`src/rtl/c7bbiu_wr_buf_pkg.sv`:
```
// Shared BIU write-path types: AXI IDs, response codes and the buffered store entry.
// Used by the write buffer and the write arbiter.
package c7bbiu_wr_buf_pkg;

    localparam logic [3:0] AXI_WID_LSU     = 4'h1;

    localparam logic [1:0] AXI_RESP_OKAY   = 2'b00;
    localparam logic [1:0] AXI_RESP_EXOKAY = 2'b01;
    localparam logic [1:0] AXI_RESP_SLVERR = 2'b10;
    localparam logic [1:0] AXI_RESP_DECERR = 2'b11;

    localparam logic [2:0] AXI_SIZE_WORD   = 3'b010;

    localparam int WB_ENTRY_W = 68;

    typedef struct packed {
        logic [31:0] addr;
        logic [31:0] data;
        logic [3:0]  strb;
    } wb_entry_t;

    // Exclusive-okay is not expected on plain LSU stores, so it is reported as an error too.
    function automatic logic resp_is_err(input logic [1:0] resp);
        return resp != AXI_RESP_OKAY;
    endfunction

endpackage

```
`src/rtl/c7bbiu_sync_fifo.sv`:
```
// Generic synchronous FIFO with wrap-bit pointers; head is read combinationally.
// Latency: one cycle push-to-visible; push is ignored when full, pop ignored when empty.
module c7bbiu_sync_fifo #(
    parameter int WIDTH = 68,
    parameter int DEPTH = 4
) (
    input  logic             clk,
    input  logic             reset,
    input  logic             push_i,
    input  logic [WIDTH-1:0] push_dat_i,
    input  logic             pop_i,
    output logic [WIDTH-1:0] head_o,
    output logic             full_o,
    output logic             empty_o
);

    localparam int AW = $clog2(DEPTH);
    localparam int PW = AW + 1;

    logic [PW-1:0]    wr_ptr_q, wr_ptr_d;
    logic [PW-1:0]    rd_ptr_q, rd_ptr_d;
    logic [WIDTH-1:0] mem_q [DEPTH];
    logic             push_en;
    logic             pop_en;

    assign empty_o = (wr_ptr_q == rd_ptr_q);
    assign full_o  = (wr_ptr_q[AW] != rd_ptr_q[AW]) &&
                     (wr_ptr_q[AW-1:0] == rd_ptr_q[AW-1:0]);

    // Full blocks a push even when a pop lands in the same cycle.
    assign push_en = push_i & ~full_o;
    assign pop_en  = pop_i & ~empty_o;

    assign head_o  = mem_q[rd_ptr_q[AW-1:0]];

    always_comb begin
        wr_ptr_d = wr_ptr_q;
        rd_ptr_d = rd_ptr_q;
        if (push_en) begin
            wr_ptr_d = wr_ptr_q + PW'(1);
        end
        if (pop_en) begin
            rd_ptr_d = rd_ptr_q + PW'(1);
        end
    end

    always_ff @(posedge clk) begin
        if (reset) begin
            wr_ptr_q <= '0;
            rd_ptr_q <= '0;
        end else begin
            wr_ptr_q <= wr_ptr_d;
            rd_ptr_q <= rd_ptr_d;
        end
    end

    always_ff @(posedge clk) begin
        if (push_en) begin
            mem_q[wr_ptr_q[AW-1:0]] <= push_dat_i;
        end
    end

endmodule

```
`src/rtl/c7bbiu_wr_buf.sv`:
```
// In-order LSU store buffer feeding c7bbiu_wr_arb; tracks outstanding AXI writes via B.
// Latency: push in cycle N can issue in N+1; LSU stalls when full, issue stalls at OST_MAX.
module c7bbiu_wr_buf
    import c7bbiu_wr_buf_pkg::*;
#(
    parameter int DEPTH   = 4,
    parameter int OST_MAX = 4
) (
    input  logic        clk,
    input  logic        reset,
    input  logic        lsu_wb_req,
    output logic        lsu_wb_ack,
    input  logic [31:0] lsu_wb_addr,
    input  logic [31:0] lsu_wb_data,
    input  logic [3:0]  lsu_wb_strb,
    output logic        wb_biu_wr_req,
    input  logic        biu_wb_wr_ack,
    output logic [31:0] wb_biu_wr_addr,
    output logic [31:0] wb_biu_wr_data,
    output logic [3:0]  wb_biu_wr_strb,
    output logic        wb_biu_wr_last,
    input  logic        axi_b_valid,
    input  logic [3:0]  axi_b_id,
    input  logic [1:0]  axi_b_resp,
    output logic        axi_b_ready,
    output logic        wb_idle,
    output logic        wb_berr,
    output logic [3:0]  wb_ost_cnt
);

    localparam logic [3:0] OST_MAX_C = 4'(OST_MAX);

    wb_entry_t  push_dat;
    wb_entry_t  head;
    logic       fifo_full;
    logic       fifo_empty;
    logic       wr_pop;
    logic       b_hs;
    logic       underflow;
    logic [3:0] ost_cnt_q, ost_cnt_d;
    logic       berr_q, berr_d;

    assign push_dat   = '{addr: lsu_wb_addr, data: lsu_wb_data, strb: lsu_wb_strb};
    assign lsu_wb_ack = lsu_wb_req & ~fifo_full;

    c7bbiu_sync_fifo #(
        .WIDTH (WB_ENTRY_W),
        .DEPTH (DEPTH)
    ) u_fifo (
        .clk        (clk),
        .reset      (reset),
        .push_i     (lsu_wb_ack),
        .push_dat_i (push_dat),
        .pop_i      (wr_pop),
        .head_o     (head),
        .full_o     (fifo_full),
        .empty_o    (fifo_empty)
    );

    assign wb_biu_wr_req  = ~fifo_empty & (ost_cnt_q < OST_MAX_C);
    assign wb_biu_wr_addr = head.addr;
    assign wb_biu_wr_data = head.data;
    assign wb_biu_wr_strb = head.strb;
    assign wb_biu_wr_last = 1'b1;

    // An arbiter ack while req is low does not pop.
    assign wr_pop = wb_biu_wr_req & biu_wb_wr_ack;

    assign axi_b_ready = 1'b1;
    assign b_hs        = axi_b_valid & (axi_b_id == AXI_WID_LSU);
    assign underflow   = b_hs & (ost_cnt_q == 4'd0);

    always_comb begin
        ost_cnt_d = ost_cnt_q;
        berr_d    = 1'b0;
        case ({wr_pop, b_hs})
            2'b10: ost_cnt_d = ost_cnt_q + 4'd1;
            2'b01: begin
                // A response with nothing outstanding is stale; hold at zero and flag it.
                if (!underflow) begin
                    ost_cnt_d = ost_cnt_q - 4'd1;
                end
            end
            default: ost_cnt_d = ost_cnt_q;
        endcase
        berr_d = b_hs & (resp_is_err(axi_b_resp) | underflow);
    end

    always_ff @(posedge clk) begin
        if (reset) begin
            ost_cnt_q <= 4'd0;
            berr_q    <= 1'b0;
        end else begin
            ost_cnt_q <= ost_cnt_d;
            berr_q    <= berr_d;
        end
    end

    assign wb_idle    = fifo_empty & (ost_cnt_q == 4'd0);
    assign wb_berr    = berr_q;
    assign wb_ost_cnt = ost_cnt_q;

endmodule

```
`config.mk`:
```
export PLATFORM = sky130hd
export DESIGN_NAME = c7bbiu_wr_buf
export DESIGN_NICKNAME = d
export VERILOG_FILES = /design/src/rtl/c7bbiu_wr_buf_pkg.sv /design/src/rtl/c7bbiu_sync_fifo.sv /design/src/rtl/c7bbiu_wr_buf.sv
export SDC_FILE = /design/constraint.sdc
export NUM_CORES = 1
export LEC_CHECK = 0
export BUFFER_PORTS_ARGS = -buffer_cell sky130_fd_sc_hd__buf_2
export CAP_MARGIN = 20
export CORE_ASPECT_RATIO = 1.25
export CORE_MARGIN = 2
export CORE_UTILIZATION = 55
export CTS_CLUSTER_SIZE = 24
export DETAILED_ROUTE_END_ITERATION = 8
export PLACE_DENSITY = 0.77
export SETUP_SLACK_MARGIN = 0.02
export SLEW_MARGIN = 20
export SYNTH_ARGS = -nofsm -noshare
export SYNTH_HDL_FRONTEND = slang
export SYNTH_SLANG_ARGS = --single-unit
```
`constraint.sdc`:
```
create_clock -name clk -period 3.8 [get_ports clk]
set_input_delay 0.19 -clock clk [delete_from_list [all_inputs] [get_ports clk]]
set_output_delay 0.19 -clock clk [all_outputs]
set_load 0.02 [all_outputs]
```
# Yosys cells after proc, flatten, opt, wreduce, memory -nomap -nowiden
# Memories as Yosys holds them, arrays and structs flattened. A register that Yosys moved wholly into a read port is not among the register bits.
# Index checks and enable logic that the tools add are counted.
# totals
register_bits	11
ramBits	272
input_bits	79
wordCells	40
memories	1
# classes
n_addsub	4
order_cmp	1
eq_ne	7
mux	6
bitwise	12
n_reduce_logical	5
# memory_table
memory	words	width	read_ports	rd_ports_with_merged_regs	write_ports	line_no	rtl
u_fifo.mem_q	4	68	1	1	1	c7bbiu_sync_fifo.sv:22	logic [WIDTH-1:0] mem_q [DEPTH];
# ops
operator	count
1-bit bitwise AND	9
4-bit case mux with 2 select lines	1
3-bit by 1-bit adder with 3-bit output, second input constant	2
4-bit by 1-bit adder with 4-bit output, second input constant	1
4-bit by 1-bit == test with 1-bit output, second input constant	1
4-bit zero test	1
4-bit by 3-bit < comparator with 1-bit output, second input constant	1
2-bit 2-to-1 mux	2
4-bit 2-to-1 mux	1
2-bit nonzero test	2
4-bit by 1-bit subtractor with 4-bit output, second input constant	1
3-bit == test	1
2-bit by 1-bit == test with 1-bit output, second input constant	1
2-bit == test	1
2-bit == test, second input constant	1
1-bit 2-to-1 mux	2
2-bit != test, second input constant	1
1-bit NOT	2
2-bit AND reduction	1
1-bit logical AND	1
1-bit != test	1
1-bit bitwise OR	1

# Depth between registers and ports, before layout
# depth
ltp_word	7
depth_mapped	10

# Modules after synthesis
# From an unflattened synthesis, not the netlist that was laid out.
# unflattened
cells_unflattened	466
hier_area_um2	10756.6
# modules_own_cells
module	instances	cells_per_inst	area_each_um2	seq_area_each_um2
c7bbiu_sync_fifo	1	424	10359.9	8328.0
c7bbiu_wr_buf	1	42	396.6	100.1

# Worst setup path before layout
# OpenSTA, ideal clock, no wires.
# synth_timing
kind	register to register
startpoint	register u_fifo.rd_ptr_q[2]
endpoint	memory u_fifo.mem_q[3][0] (enable)
setup_ps	435
arrival_time_ps	2718
setup_slack_ps	647
path_stages_with_launch	4
period_less_slack_ps	3153
path_cell_list	dfxtp_1 -> xor2_1 -> a31oi_2 -> and2_1
# synth_via
elab_chain_len	7
# synth_lines
item	line_no	rtl
from (decl)	c7bbiu_sync_fifo.sv:21	logic [PW-1:0] rd_ptr_q, rd_ptr_d;
from (signal assigned)	c7bbiu_sync_fifo.sv:53	rd_ptr_q <= rd_ptr_d;
1-bit != test	c7bbiu_sync_fifo.sv:27	assign full_o = (wr_ptr_q[AW] != rd_ptr_q[AW]) &&
1-bit logical AND	c7bbiu_sync_fifo.sv:27	
1-bit NOT	c7bbiu_wr_buf.sv:44	assign lsu_wb_ack = lsu_wb_req & ~fifo_full;
1-bit bitwise AND	c7bbiu_wr_buf.sv:44	
net lsu_wb_ack	c7bbiu_wr_buf.sv:12	output logic lsu_wb_ack,
1-bit bitwise AND	c7bbiu_sync_fifo.sv:31	assign push_en = push_i & ~full_o;
1-bit 2-to-1 mux	c7bbiu_sync_fifo.sv:58	if (push_en) begin
1-bit 2-to-1 mux (implied by the code)	c7bbiu_sync_fifo.sv:59	mem_q[wr_ptr_q[AW-1:0]] <= push_dat_i;
to (decl)	c7bbiu_sync_fifo.sv:22	
# The timed path passes the listed nets, and every way through them passes these cells.

==> key figures <==
Outcome
  – Status: finished clean

Clock tree
  – Root Buffer: clkbuf_16
  – Postcts setup bufs: 0
  – Clock Pin Slew Worst Setup and Hold Paths: 60 ps
  – Post-cts resize count: 0
  – CTS tree: built
  – CTS Buf Count: 27
  – Clk sinks: approximately 290
  – Clk buf depth: 3
  – Clk_lat worst skew: between 500 and 600 ps
  – H-Tree Depth: 1

Critical path
  – CP max stage cell: dfxtp_4
  – Cell family with most CP delay: flip-flops
  – Worst Setup Start Kind: register
  – Worst EP required: 3610 ps
  – Worst r2r dst: wb_ost_cnt[2]$_SDFFE_PP0P_
  – Buffers & Inverters on Critical Path: 2
  – Reg-to-reg setup timing slack: ~1200 ps
  – CP Max Fanout: 39
  – Cells on worst reg2reg path: 9
  – WP data arrival: 2440 ps
  – Worst path cell trace: buf_12 -> mux4_2 -> buf_2
  – Crit path kind: register to output port
  – RR Startpoint: wb_ost_cnt[3]$_SDFFE_PP0P_
  – CP Capture Type: output port
  – Slowest stage delay, CP: 730 ps

STA
  – Worst-Margin Slew: 1050 ps
  – Final Hold Vio Count: 0
  – Final period utilization: 0.691
  – Setup violators final: 0
  – Final Max Tran Viols: 0
  – Relative slew slack: 0.298
  – Setup_tns: 0 ps
  – Tmin final: 2630 ps
  – Worst Skew: 17.6 ps
  – FMAX: 0.381 GHz
  – RSZ-0062 raised after global routing: false
  – Worst setup margin: between 1000 and 1500 ps

Synthesis
  – Synthesized instance count: 443
  – Netlist Area Pre-Place: between 10000 and 15000 um^2
  – Ys async rst share: 0
  – Number of synthesized flops with an enable pin: 272
  – Avg Inst Size Synth: 23.8 um^2
  – Post-synthesis sequential area ratio: 0.799
  – Post-synthesis sequential element count: 285
  – Post-synth top flop: edfxtp_1
  – Syn. warnings: 0
  – Post-synthesis cell type count: 38

Floorplanning
  – Die Height: 159 um
  – Row count: 56
  – Chip Width: between 100 and 150 um
  – Io pins: 157
  – Initial Utilization: 0.562
  – Core Region: 18800 um^2
  – Area of the die: 20300 um^2

Global routing
  – First-pass GRT wire length: 30400 um
  – Grt ovf: 0
  – Largest net degree at the start of global routing: 70
  – Vias in the first global route: 5633
  – GRT Total Usage: 0.194
  – Initial antenna violation count: 0

Layout
  – Multi-input logic area: 2020 um^2
  – Fill count: roughly 1200
  – Layout area overhead: 24.2%
  – Reg area: 8440 um^2
  – NumNets Final: 765
  – Post-route cell area: 13100 um^2
  – ANT cells: 0
  – Layout cells sized above 1: 0.389

Detailed routing
  – Initial DRT Pass Iterations: 4
  – Via count: 5185
  – ANT nets after route: 0
  – DRC violations left: 0
  – Via/cell ratio: 5.56
  – Detailed Route Iter0 Violations: about 370
  – Final WL: 19800 um
  – Routed wire per std cell: 21.2 um

Power and ir drop
  – Pwr Density: 580 nW/um^2
  – LEAKAGE: 4.50 nW
  – Worst vdd ir: about 0.42 mV

Hold path
  – Min-Delay Path Depth: 5
  – Worst Hold End: u_fifo.wr_ptr_q[1]$_SDFFE_PP0P_
  – Worst Hold Class: primary input to register
  – Hold path startpoint: lsu_wb_req

Placed design
  – Placed inst area: 11600 um^2
  – Final HPWL DP: 11200 um
  – RePlAce Congestion: 0.814
  – Post-place setup slack: 1270 ps
  – Port Buf Inserts: 154

Flow run
  – Max Cap Violations: 0
## power breakdown
| group | switching (mW) | internal, mW | leakage, nW |
|---|---|---|---|
| sequential | 0.135 | 3.61 | 2.60 |
| combinational | 0.721 | 0.620 | 1.49 |
| clock | 1.07 | 1.45 | 0.402 |
| total | 1.92 | 5.68 | 4.50 |
## metal layers
layer  GRT usage  vias to the layer above  wire length, um
met2       0.325                      184            10100
met3      0.0462                       42             1350
met1       0.255                     2632             7780
li1            -                     2327                -
met4      0.0599                        0              526
met5           0                        -                0
## synth_stat cells (2+ instances only)
cell | number | area, um^2
buf_2 | 8 | 40.0
buf_4 | 2 | 15.0
xnor2_2 | 2 | 32.5
clkbuf_1 | 8 | 30.0
dfxtp_1 | 13 | 260
and2_1 | 4 | 25.0
edfxtp_1 | 272 | 8170
mux4_2 | 68 | 1530
a21oi_1 | 2 | 10.0
ha_1 | 6 | 75.1
o21ai_0 | 2 | 10.0
xnor2_1 | 6 | 52.6
a31oi_1 | 2 | 12.5
nand2_1 | 5 | 18.8
inv_1 | 7 | 26.3
xor2_1 | 2 | 17.5
nor2_1 | 13 | 48.8
## layout make-up
| class | instances | share of cell area |
|---|---|---|
| Clock buffer | 36 | 0.0541 |
| Tap cell | 232 | 0.0221 |
| Inverter | 7 | 0.00200 |
| Multi-Input combinational cell | 132 | 0.154 |
| Clock inverter | 13 | 0.00888 |
| Sequential cell | 285 | 0.644 |
| Timing Repair Buffer | 227 | 0.115 |
## kinds of logic (layout without fill, tap and decap cells)
group	Yosys count	count (layout)	share of synthesized area
other	1	2	0.000355
flip-flops	285	285	0.799
AND/OR/NAND/NOR	29	29	0.0134
AO/OA/AOI/OAI	16	16	0.0132
adder cells (fa/ha/maj)	6	6	0.00711
multiplexers	69	69	0.146
XOR/XNOR	10	10	0.00972
buffers and inverters	27	283	0.0114
## registers in the layout, summed over array words and instances (netlist names), named ones only
| register | flops |
|---|---|
| wb_ost_cnt | 4 |
| u_fifo.mem_q | 272 |
| u_fifo.rd_ptr_q | 3 |
| u_fifo.wr_ptr_q | 3 |
| wb_berr | 1 |
## metrics by stage
| stage | power (mW) | std cells | hold WS, ps | utilization |
|---|---|---|---|---|
| after global routing | 7.88 | 932 | 204 | 0.698 |
| after detailed placement | 5.12 | 811 | 408 | 0.616 |
| after global placement | 5.08 | 811 | 401 | 0.616 |
| after floorplan | 4.68 | 444 | 289 | - |
| final | 7.60 | 932 | 156 | 0.698 |
| after CTS | 7.67 | 932 | 151 | 0.698 |
## cell usage in the layout (no fill, tap or decap), types with 2 or more instances in the layout
cell	count
o21ai_0	2
xor2_1	2
conb_1	2
clkinv_1	4
mux4_2	68
and2_4	4
clkbuf_16	27
nor2_1	13
dfxtp_4	2
edfxtp_1	272
xnor2_1	6
a31oi_1	2
xnor2_2	2
inv_1	7
nand2_1	5
dfxtp_1	11
clkinv_2	5
dlygate4sd3_1	72
buf_2	154
ha_1	6
bufinv_16	2
clkbuf_1	9
a21oi_1	2
## worst max-delay path by stage
| stage | from | endpoint | slack, ps | cells past startpoint |
|---|---|---|---|---|
| finish | register | wb_biu_wr_addr[11] | 1170 | 3 |
| CTS | register | wb_biu_wr_strb[0] | 1050 | 3 |
| detailed placement | wb_ost_cnt[3]$_SDFFE_PP0P_ | wb_ost_cnt[2]$_SDFFE_PP0P_ | 1270 | 9 |
| global placement | wb_ost_cnt[3]$_SDFFE_PP0P_ | wb_ost_cnt[2]$_SDFFE_PP0P_ | 1460 | 9 |
| floorplan | u_fifo.rd_ptr_q[2]$_SDFFE_PP0P_ | u_fifo.mem_q[3][0]$_DFFE_PP_ | 650 | 3 |
| global route | register | wb_biu_wr_data[21] | 970 | 3 |
## timing repair
action | 4_1_cts | 5_1_grt
setup endpoints to repair | 0 | 0
hold endpoints to repair | 280 | 0
hold buffers | 72 | 0
## worst reg2reg max path: cells and delay by family, from the launching register on
family	cells	cell delay, ps
AO/OA/AOI/OAI	3	790
XOR/XNOR	1	150
adder cells (fa/ha/maj)	1	190
flip-flops	1	330
AND/OR/NAND/NOR	4	1040
Power figures use the tool's default switching activity.
